`src/rtl/wordcopy_sched.sv`:
```
// Purpose : descriptor-queue scheduler that feeds copy jobs from the CPU to the word-copy accelerator.
// Latency : push at edge N -> pop at N+1 -> first accelerator write presented from N+2; 5 bus cycles per job plus accelerator busy time.
// Backpres: CPU port never stalls (pushes into a full queue are dropped and flagged); accelerator waitrequest holds the current master access.
//
// Ports
//   clk, rst                 rising-edge clock, synchronous active-high reset
//   slave_*                  CPU-facing Avalon-MM slave (addr 0 push/status, 1 dst, 2 src, 3 cnt, 4 done_count, 5 irq_en, 6 irq clear)
//   master_*                 accelerator-facing Avalon-MM master (register writes and completion poll)
//   irq                      completion interrupt, present only when WCSCHED_IRQ_EN is defined
//
// Build option: define WCSCHED_IRQ_EN to add the drain interrupt (irq port, irq_en at addr 5, clear at addr 6).

module wordcopy_sched #(
    parameter int DEPTH = 4                     // descriptor queue depth, power of two, 2..16
) (
    input  logic        clk,
    input  logic        rst,
    // CPU slave port
    output logic        slave_waitrequest,
    input  logic [3:0]  slave_address,
    input  logic        slave_read,
    output logic [31:0] slave_readdata,
    input  logic        slave_write,
    input  logic [31:0] slave_writedata,
    // accelerator master port
    input  logic        master_waitrequest,
    output logic [3:0]  master_address,
    output logic        master_read,
    input  logic [31:0] master_readdata,
    output logic        master_write,
    output logic [31:0] master_writedata
`ifdef WCSCHED_IRQ_EN
    ,
    output logic        irq
`endif
);

    localparam int OCW = $clog2(DEPTH) + 1;     // occupancy counter width (0..DEPTH)

    // FSM encoding
    localparam logic [2:0] S_IDLE    = 3'd0;
    localparam logic [2:0] S_SET_DST = 3'd1;
    localparam logic [2:0] S_SET_SRC = 3'd2;
    localparam logic [2:0] S_SET_CNT = 3'd3;
    localparam logic [2:0] S_START   = 3'd4;
    localparam logic [2:0] S_POLL    = 3'd5;

    typedef struct packed {
        logic [31:0] dst;
        logic [31:0] src;
        logic [31:0] cnt;
    } desc_t;

    // ------------------------------------------------------------------
    // Registers and wires
    // ------------------------------------------------------------------
    logic [2:0]     r_state;
    desc_t          r_stg;                      // staged descriptor fields
    desc_t          r_cur;                      // job currently being driven
    logic [31:0]    r_done_cnt;
    logic           r_ovf;

    desc_t          w_head;
    logic           w_empty;
    logic           w_full;
    logic [OCW-1:0] w_occ;
    logic           w_push_req;
    logic           w_push_acc;
    logic           w_pop;
    logic           w_job_done;
    logic           w_stat_rd;
    logic [31:0]    w_status;
    logic [31:0]    w_rdata;
    logic           w_unused;

    // The accelerator's read data carries nothing we need: completion is
    // signalled purely by the release of waitrequest on the poll read.
    assign w_unused = ^master_readdata;

    assign slave_waitrequest = 1'b0;

    assign w_push_req = slave_write && (slave_address == 4'd0);
    assign w_push_acc = w_push_req && !w_full;
    assign w_pop      = (r_state == S_IDLE) && !w_empty;
    assign w_stat_rd  = slave_read && (slave_address == 4'd0);

    // A job finishes either when a zero-length descriptor is retired in
    // IDLE without touching the accelerator, or when the poll read is
    // finally accepted.
    assign w_job_done = (w_pop && (w_head.cnt == 32'd0)) ||
                        ((r_state == S_POLL) && !master_waitrequest);

    // ------------------------------------------------------------------
    // Descriptor queue
    // ------------------------------------------------------------------
    wcs_fifo #(
        .WIDTH ($bits(desc_t)),
        .DEPTH (DEPTH)
    ) u_fifo (
        .clk        (clk),
        .rst        (rst),
        .i_push_vld (w_push_req),
        .i_push_dat (r_stg),
        .i_pop_rdy  (w_pop),
        .o_pop_dat  (w_head),
        .o_empty    (w_empty),
        .o_full     (w_full),
        .o_count    (w_occ)
    );

    // ------------------------------------------------------------------
    // CPU-side staging registers and sticky overflow
    // ------------------------------------------------------------------
    always_ff @(posedge clk) begin
        if (rst) begin
            r_stg <= '0;
            r_ovf <= 1'b0;
        end else begin
            if (slave_write) begin
                case (slave_address)
                    4'd1:    r_stg.dst <= slave_writedata;
                    4'd2:    r_stg.src <= slave_writedata;
                    4'd3:    r_stg.cnt <= slave_writedata;
                    default: ;
                endcase
            end
            // A drop in the same cycle as a status read keeps the flag so
            // the newly lost push is still reported on the next read.
            if (w_push_req && w_full) begin
                r_ovf <= 1'b1;
            end else if (w_stat_rd) begin
                r_ovf <= 1'b0;
            end
        end
    end

    // ------------------------------------------------------------------
    // Job sequencer
    // ------------------------------------------------------------------
    always_ff @(posedge clk) begin
        if (rst) begin
            r_state    <= S_IDLE;
            r_cur      <= '0;
            r_done_cnt <= 32'd0;
        end else begin
            if (w_job_done) begin
                r_done_cnt <= r_done_cnt + 32'd1;
            end
            case (r_state)
                S_IDLE: begin
                    if (w_pop) begin
                        r_cur <= w_head;
                        // zero-length jobs are retired here and never reach the accelerator
                        if (w_head.cnt != 32'd0) begin
                            r_state <= S_SET_DST;
                        end
                    end
                end
                S_SET_DST: if (!master_waitrequest) r_state <= S_SET_SRC;
                S_SET_SRC: if (!master_waitrequest) r_state <= S_SET_CNT;
                S_SET_CNT: if (!master_waitrequest) r_state <= S_START;
                S_START:   if (!master_waitrequest) r_state <= S_POLL;
                S_POLL:    if (!master_waitrequest) r_state <= S_IDLE;
                default:   r_state <= S_IDLE;
            endcase
        end
    end

    // Master outputs decode straight from registered state so they hold
    // steady for as long as the accelerator asserts waitrequest.
    always_comb begin
        master_address   = 4'd0;
        master_read      = 1'b0;
        master_write     = 1'b0;
        master_writedata = 32'd0;
        case (r_state)
            S_SET_DST: begin
                master_write     = 1'b1;
                master_address   = 4'd1;
                master_writedata = r_cur.dst;
            end
            S_SET_SRC: begin
                master_write     = 1'b1;
                master_address   = 4'd2;
                master_writedata = r_cur.src;
            end
            S_SET_CNT: begin
                master_write     = 1'b1;
                master_address   = 4'd3;
                master_writedata = r_cur.cnt;
            end
            S_START: begin
                master_write     = 1'b1;
                master_address   = 4'd0;
            end
            S_POLL: begin
                master_read      = 1'b1;
                master_address   = 4'd0;
            end
            default: ;
        endcase
    end

    // ------------------------------------------------------------------
    // Optional drain interrupt
    // ------------------------------------------------------------------
`ifdef WCSCHED_IRQ_EN
    logic           r_irq_en;
    logic           r_irq_pend;
    logic [OCW-1:0] w_occ_next;
    logic           w_drain;

    // Queue occupancy after this edge; the interrupt marks the queue
    // running dry, so a push landing with the completion suppresses it.
    always_comb begin
        w_occ_next = w_occ;
        if (w_push_acc && !w_pop) begin
            w_occ_next = w_occ + OCW'(1);
        end else if (!w_push_acc && w_pop) begin
            w_occ_next = w_occ - OCW'(1);
        end
    end

    assign w_drain = w_job_done && (w_occ_next == '0);

    always_ff @(posedge clk) begin
        if (rst) begin
            r_irq_en   <= 1'b0;
            r_irq_pend <= 1'b0;
        end else begin
            if (slave_write && (slave_address == 4'd5)) begin
                r_irq_en <= slave_writedata[0];
            end
            // set wins over a coincident clear so no drain event is lost
            if (w_drain) begin
                r_irq_pend <= 1'b1;
            end else if (slave_write && (slave_address == 4'd6)) begin
                r_irq_pend <= 1'b0;
            end
        end
    end

    assign irq = r_irq_pend && r_irq_en;
`else
    // Without the interrupt option the push-accept qualifier has no user.
    logic w_unused_push;
    assign w_unused_push = w_push_acc;
`endif

    // ------------------------------------------------------------------
    // CPU read path (combinational, same cycle as slave_read)
    // ------------------------------------------------------------------
    always_comb begin
        w_status       = 32'd0;
        w_status[0]    = (r_state != S_IDLE);
        w_status[1]    = w_empty;
        w_status[2]    = w_full;
        w_status[3]    = r_ovf;
        w_status[12:8] = 5'(w_occ);
    end

    always_comb begin
        w_rdata = 32'd0;
        case (slave_address)
            4'd0:    w_rdata = w_status;
            4'd4:    w_rdata = r_done_cnt;
`ifdef WCSCHED_IRQ_EN
            4'd5:    w_rdata = {31'd0, r_irq_en};
`endif
            default: w_rdata = 32'd0;
        endcase
    end

    assign slave_readdata = slave_read ? w_rdata : 32'd0;

endmodule

// Purpose : generic register-array FIFO used for the descriptor queue.
// Latency : a push at edge N is visible at the head (and poppable) from N+1.
// Backpres: push while full is ignored; pop while empty is ignored.
module wcs_fifo #(
    parameter int WIDTH = 96,
    parameter int DEPTH = 4
) (
    input  logic                     clk,
    input  logic                     rst,
    input  logic                     i_push_vld,
    input  logic [WIDTH-1:0]         i_push_dat,
    input  logic                     i_pop_rdy,
    output logic [WIDTH-1:0]         o_pop_dat,
    output logic                     o_empty,
    output logic                     o_full,
    output logic [$clog2(DEPTH):0]   o_count
);

    localparam int AW = $clog2(DEPTH);
    localparam int CW = AW + 1;

    logic [WIDTH-1:0] r_mem [DEPTH];
    logic [AW-1:0]    r_wr_ptr;
    logic [AW-1:0]    r_rd_ptr;
    logic [CW-1:0]    r_count;
    logic             w_push;
    logic             w_pop;

    assign o_empty   = (r_count == '0);
    assign o_full    = (r_count == CW'(DEPTH));
    assign o_count   = r_count;
    assign o_pop_dat = r_mem[r_rd_ptr];

    assign w_push = i_push_vld && !o_full;
    assign w_pop  = i_pop_rdy && !o_empty;

    // storage carries no reset; only the pointers define validity
    always_ff @(posedge clk) begin
        if (w_push) begin
            r_mem[r_wr_ptr] <= i_push_dat;
        end
    end

    // pointers wrap naturally because DEPTH is a power of two
    always_ff @(posedge clk) begin
        if (rst) begin
            r_wr_ptr <= '0;
            r_rd_ptr <= '0;
            r_count  <= '0;
        end else begin
            if (w_push) begin
                r_wr_ptr <= r_wr_ptr + AW'(1);
            end
            if (w_pop) begin
                r_rd_ptr <= r_rd_ptr + AW'(1);
            end
            if (w_push && !w_pop) begin
                r_count <= r_count + CW'(1);
            end else if (!w_push && w_pop) begin
                r_count <= r_count - CW'(1);
            end
        end
    end

endmodule
```
`config.mk`:
```
export PLATFORM = sky130hd
export DESIGN_NAME = wordcopy_sched
export DESIGN_NICKNAME = d
export VERILOG_FILES = /design/src/rtl/wordcopy_sched.sv
export SDC_FILE = /design/constraint.sdc
export NUM_CORES = 1
export LEC_CHECK = 0
export CAP_MARGIN = 20
export CORE_ASPECT_RATIO = 0.9
export CORE_MARGIN = 2
export CORE_UTILIZATION = 33
export CTS_CLUSTER_DIAMETER = 40
export DETAILED_ROUTE_END_ITERATION = 6
export PLACE_DENSITY_LB_ADDON = 0.12
export SLEW_MARGIN = 20
export SYNTH_ARGS = -nofsm -noshare
export SYNTH_HDL_FRONTEND = slang
export SYNTH_SLANG_ARGS = --single-unit
```
`constraint.sdc`:
```
create_clock -name clk -period 10.55 [get_ports clk]
set_input_delay 1.5825 -clock clk [delete_from_list [all_inputs] [get_ports clk]]
set_output_delay 1.5825 -clock clk [all_outputs]
set_load 0.05 [all_outputs]
```
==> flow_metrics.py <==
metrics = {
    "timing": {
        "min_period_ps": 6080,
        "slew_violations": 0,
        "fin_skew_ps": 24.4,
        "period_share_pct": 57.6,
        "rsz0062_at_grt": "false",
        "finalSetupTns_ps": 0,
        "timing.fmax_mhz": 165,
        "setup_viol": 0,
        "slew_headroom_pct": 34.2,
        "tightestPinTransition_ps": 986,
        "hold_viol_final": 0,
    },
    "logic_synthesis": {
        "synth-simple-area-share_pct": 11.1,
        "synthXorXnorAreaFrac_pct": 0.256,
        "synthCells": 1814,
        "syn_avg_cell_area_sq_um": 13.2,
        "synth_top_family_by_area": "multiplexers",
        "ys.warnings.count": 0,
        "syn_area_sq_mm": 0.0239,
        "ys_types": 48,
        "synth_edf_count": 384,
        "synthFlopType": "edfxtp_1",
        "synth_fa_ha_area_share_pct": 0.398,
        "seq_area_frac_synth_pct": 68.1,
        "synthArstFlopShare_pct": 0,
        "ys_seq_elements": 621,
        "synth_top_area_share_pct": 48.2,
        "synth_compound_area_share_pct": 6.29,
        "synthTopCellsByArea": "edfxtp_1 48%, dfxtp_1 20%, mux4_2 9.0%",
        "yosysTopAreaCell": "edfxtp_1",
        "synthMuxAreaShare_pct": 11.5,
    },
    "global_route": {
        "grt_pass1_wl_mm": 94.9,
        "grt_max_degree": 130,
        "grt_overflow_total": 0,
        "grt_use_total_pct": 17.1,
        "grt_pass1_vias": 15000,
        "antenna_found_initial": 1,
    },
    "power": {
        "power_density_mw_per_mm2": 264,
        "leakage_nw": 9.83,
        "vdd_ir_drop_max_uv": 161,
    },
    "cts": {
        "cts_root_buffer": "clkbuf_16",
        "clk_pin_slew_ps": 50,
        "clk_latency_ps": 640,
        "numCtsBuffers": 98,
        "cts_buffer_depth": 3,
        "cts_tree": "yes",
        "post_cts_buffers": 0,
        "ctsResizeCount": 0,
        "cts_sinks": 621,
        "hold_buffers": 0,
        "htree_levels": 3,
    },
    "route": {
        "via_count": 14700,
        "drt_iter0_drc": 1005,
        "drtAntennaViolNets": 0,
        "drt_drc_violations_left": 0,
        "drt_wl_total_mm": 63.6,
        "wire_per_inst_um": 21.5,
        "drt-vias-per-instance": 4.97,
        "dr.pass1.iters": 5,
    },
    "floorplanning": {
        "dieArea_sq_mm": 0.0746,
        "die_width_um": 288,
        "coreArea_sq_mm": 0.0717,
        "io_pins": 144,
        "die_height_um": 259,
        "row_count": 93,
        "start_util_pct": 33.3,
    },
    "critical_path": {
        "crit_chain": "clkdlybuf4s50_1 -> nor2_1 -> nand3b_1 -> nor2_2 -> and2_1 -> clkdlybuf4s50_1",
        "path_delay_family": "simple AND/OR/NAND/NOR gates",
        "slowest_delay_ps": 810,
        "cp_common_cell": "clkdlybuf4s50_1",
        "endpoint_kind": "output pin",
        "critical_path_class": "input pin to output pin",
        "crit_required_ps": 8970,
        "cp_slowest_cell": "clkdlybuf4s50_1",
        "critPathArrivalTime_ps": 4490,
        "startpoint": "slave_address[0]",
        "crit_buf_inv": 2,
        "startpoint_type": "input pin",
        "cp_max_fo": 21,
    },
    "run_status": {
        "outcome": "finished clean",
    },
    "finish": {
        "final_core_util_pct": 41.3,
        "final_common_cell": "nand2_1",
        "layout_common_cells": "404 x nand2_1, 384 x edfxtp_1, 232 x dfxtp_1, 212 x a21oi_1, 107 x clkdlybuf4s50_1",
        "area_growth_pct": 23.9,
        "regArea_sq_mm": 0.0163,
        "n_fill_cell": 6777,
        "antennaDiodeCount": 0,
        "multi_input_area_sq_mm": 0.00714,
        "drive_gt1_share_pct": 18.1,
        "fin_nets": 2005,
    },
    "hold_path": {
        "hp-class": "flop to flop",
        "min-delay-start": "r_cur[95]$_SDFFE_PP0P_",
    },
    "place": {
        "hpwlAfterDp_mm": 34.5,
        "gp_congestion": 0.715,
        "io_buffers": 108,
    },
    "job": {
        "max_cap_violations": 0,
    },
}
[layout make-up]
type                       count  share of cell area (%)
multi-input combinational   1060                    24.1
clock buffer                 114                    8.94
inverter                      10                   0.131
sequential                   621                    55.0
tap                          950                    4.01
timing repair buffer         134                    4.32
clock inverter                71                    3.49
[synth_stat cells (all sizes together) (2+ instances only)]
| cell type | instances |
|---|---|
| nor3b | 2 |
| nand4b | 3 |
| or4 | 2 |
| buf | 30 |
| xor2 | 3 |
| a22oi | 32 |
| inv | 9 |
| and2 | 28 |
| o22ai | 5 |
| and4 | 7 |
| nand2 | 404 |
| edfxtp | 384 |
| mux2 | 45 |
| dfxtp | 237 |
| clkbuf | 95 |
| nor2 | 72 |
| nor3 | 9 |
| nand3 | 19 |
| mux2i | 9 |
| mux4 | 96 |
| or2 | 2 |
| or3 | 9 |
| xnor2 | 4 |
| nor2b | 18 |
| o21ai | 17 |
| a211oi | 2 |
| nand4 | 15 |
| nor4 | 10 |
| a21oi | 212 |
| o31ai | 3 |
| and3 | 13 |
| ha | 6 |
[tightest hold or removal path: stages, from the launching register on]
cell     delay (ps)
dfxtp_1         300
nand2_1          50
a21oi_1          50
[stage by stage]
step / std cells / instance area [sq um] / hold WS (ps) / power, W / setup WS (ps)
final: 2960 / 29600 / 449 / 0.00781 / 4470
after global routing: 2960 / 29600 / 469 / 0.00815 / 4080
after CTS: 2960 / 29600 / 451 / 0.00792 / 4040
after detailed placement: 2775 / 25900 / 444 / 0.00439 / 4040
after global placement: 2775 / 25900 / 439 / 0.00437 / 4230
after floorplan: 1816 / 23900 / 433 / 0.00389 / 5180
[worst paths after layout]
path,endpoint,cells after the start,slack [ps]
setup / recovery,slave_readdata[19],6,4470
hold / removal,r_cur[95]$_SDFFE_PP0P_,2,450
setup reg to reg,r_done_cnt[6]$_SDFFE_PP0P_,9,5770
hold reg to reg,r_cur[95]$_SDFFE_PP0P_,2,450
[sequential cells by signal, summed over array words and instances, names as in the netlist, named ones only]
| register | cells |
|---|---|
| r_state | 3 |
| r_stg | 96 |
| u_fifo.r_rd_ptr | 2 |
| u_fifo.o_count | 3 |
| u_fifo.r_mem | 384 |
| u_fifo.r_wr_ptr | 2 |
| r_ovf | 1 |
| r_done_cnt | 32 |
| r_cur | 96 |
[metal layers]
| metal | track usage, % | part of all wire (%) | up-vias |
|---|---|---|---|
| li1 | - | - | 6868 |
| met1 | 22.8 | 45 | 7458 |
| met2 | 28.9 | 49 | 288 |
| met3 | 3.15 | 4.3 | 91 |
| met4 | 4.15 | 1.8 | 0 |
| met5 | 0 | 0 | - |
[logic make-up (layout without fill, tap and decap cells)]
family,count (synthesis),in the layout
and+or+nand+nor,616,616
DFF,621,621
muxes,150,150
AOI/OAI and AO/OA,277,277
xor gates and xnor gates,7,7
adders and majority gates,7,7
other,1,3
buffers and inverters,135,329
[where the power goes]
group          internal [W]  switching [W]
clock network       0.00231        0.00120
registers           0.00273       0.000146
logic              0.000541       0.000882
Note: power is estimated with default switching activity, not from simulation.
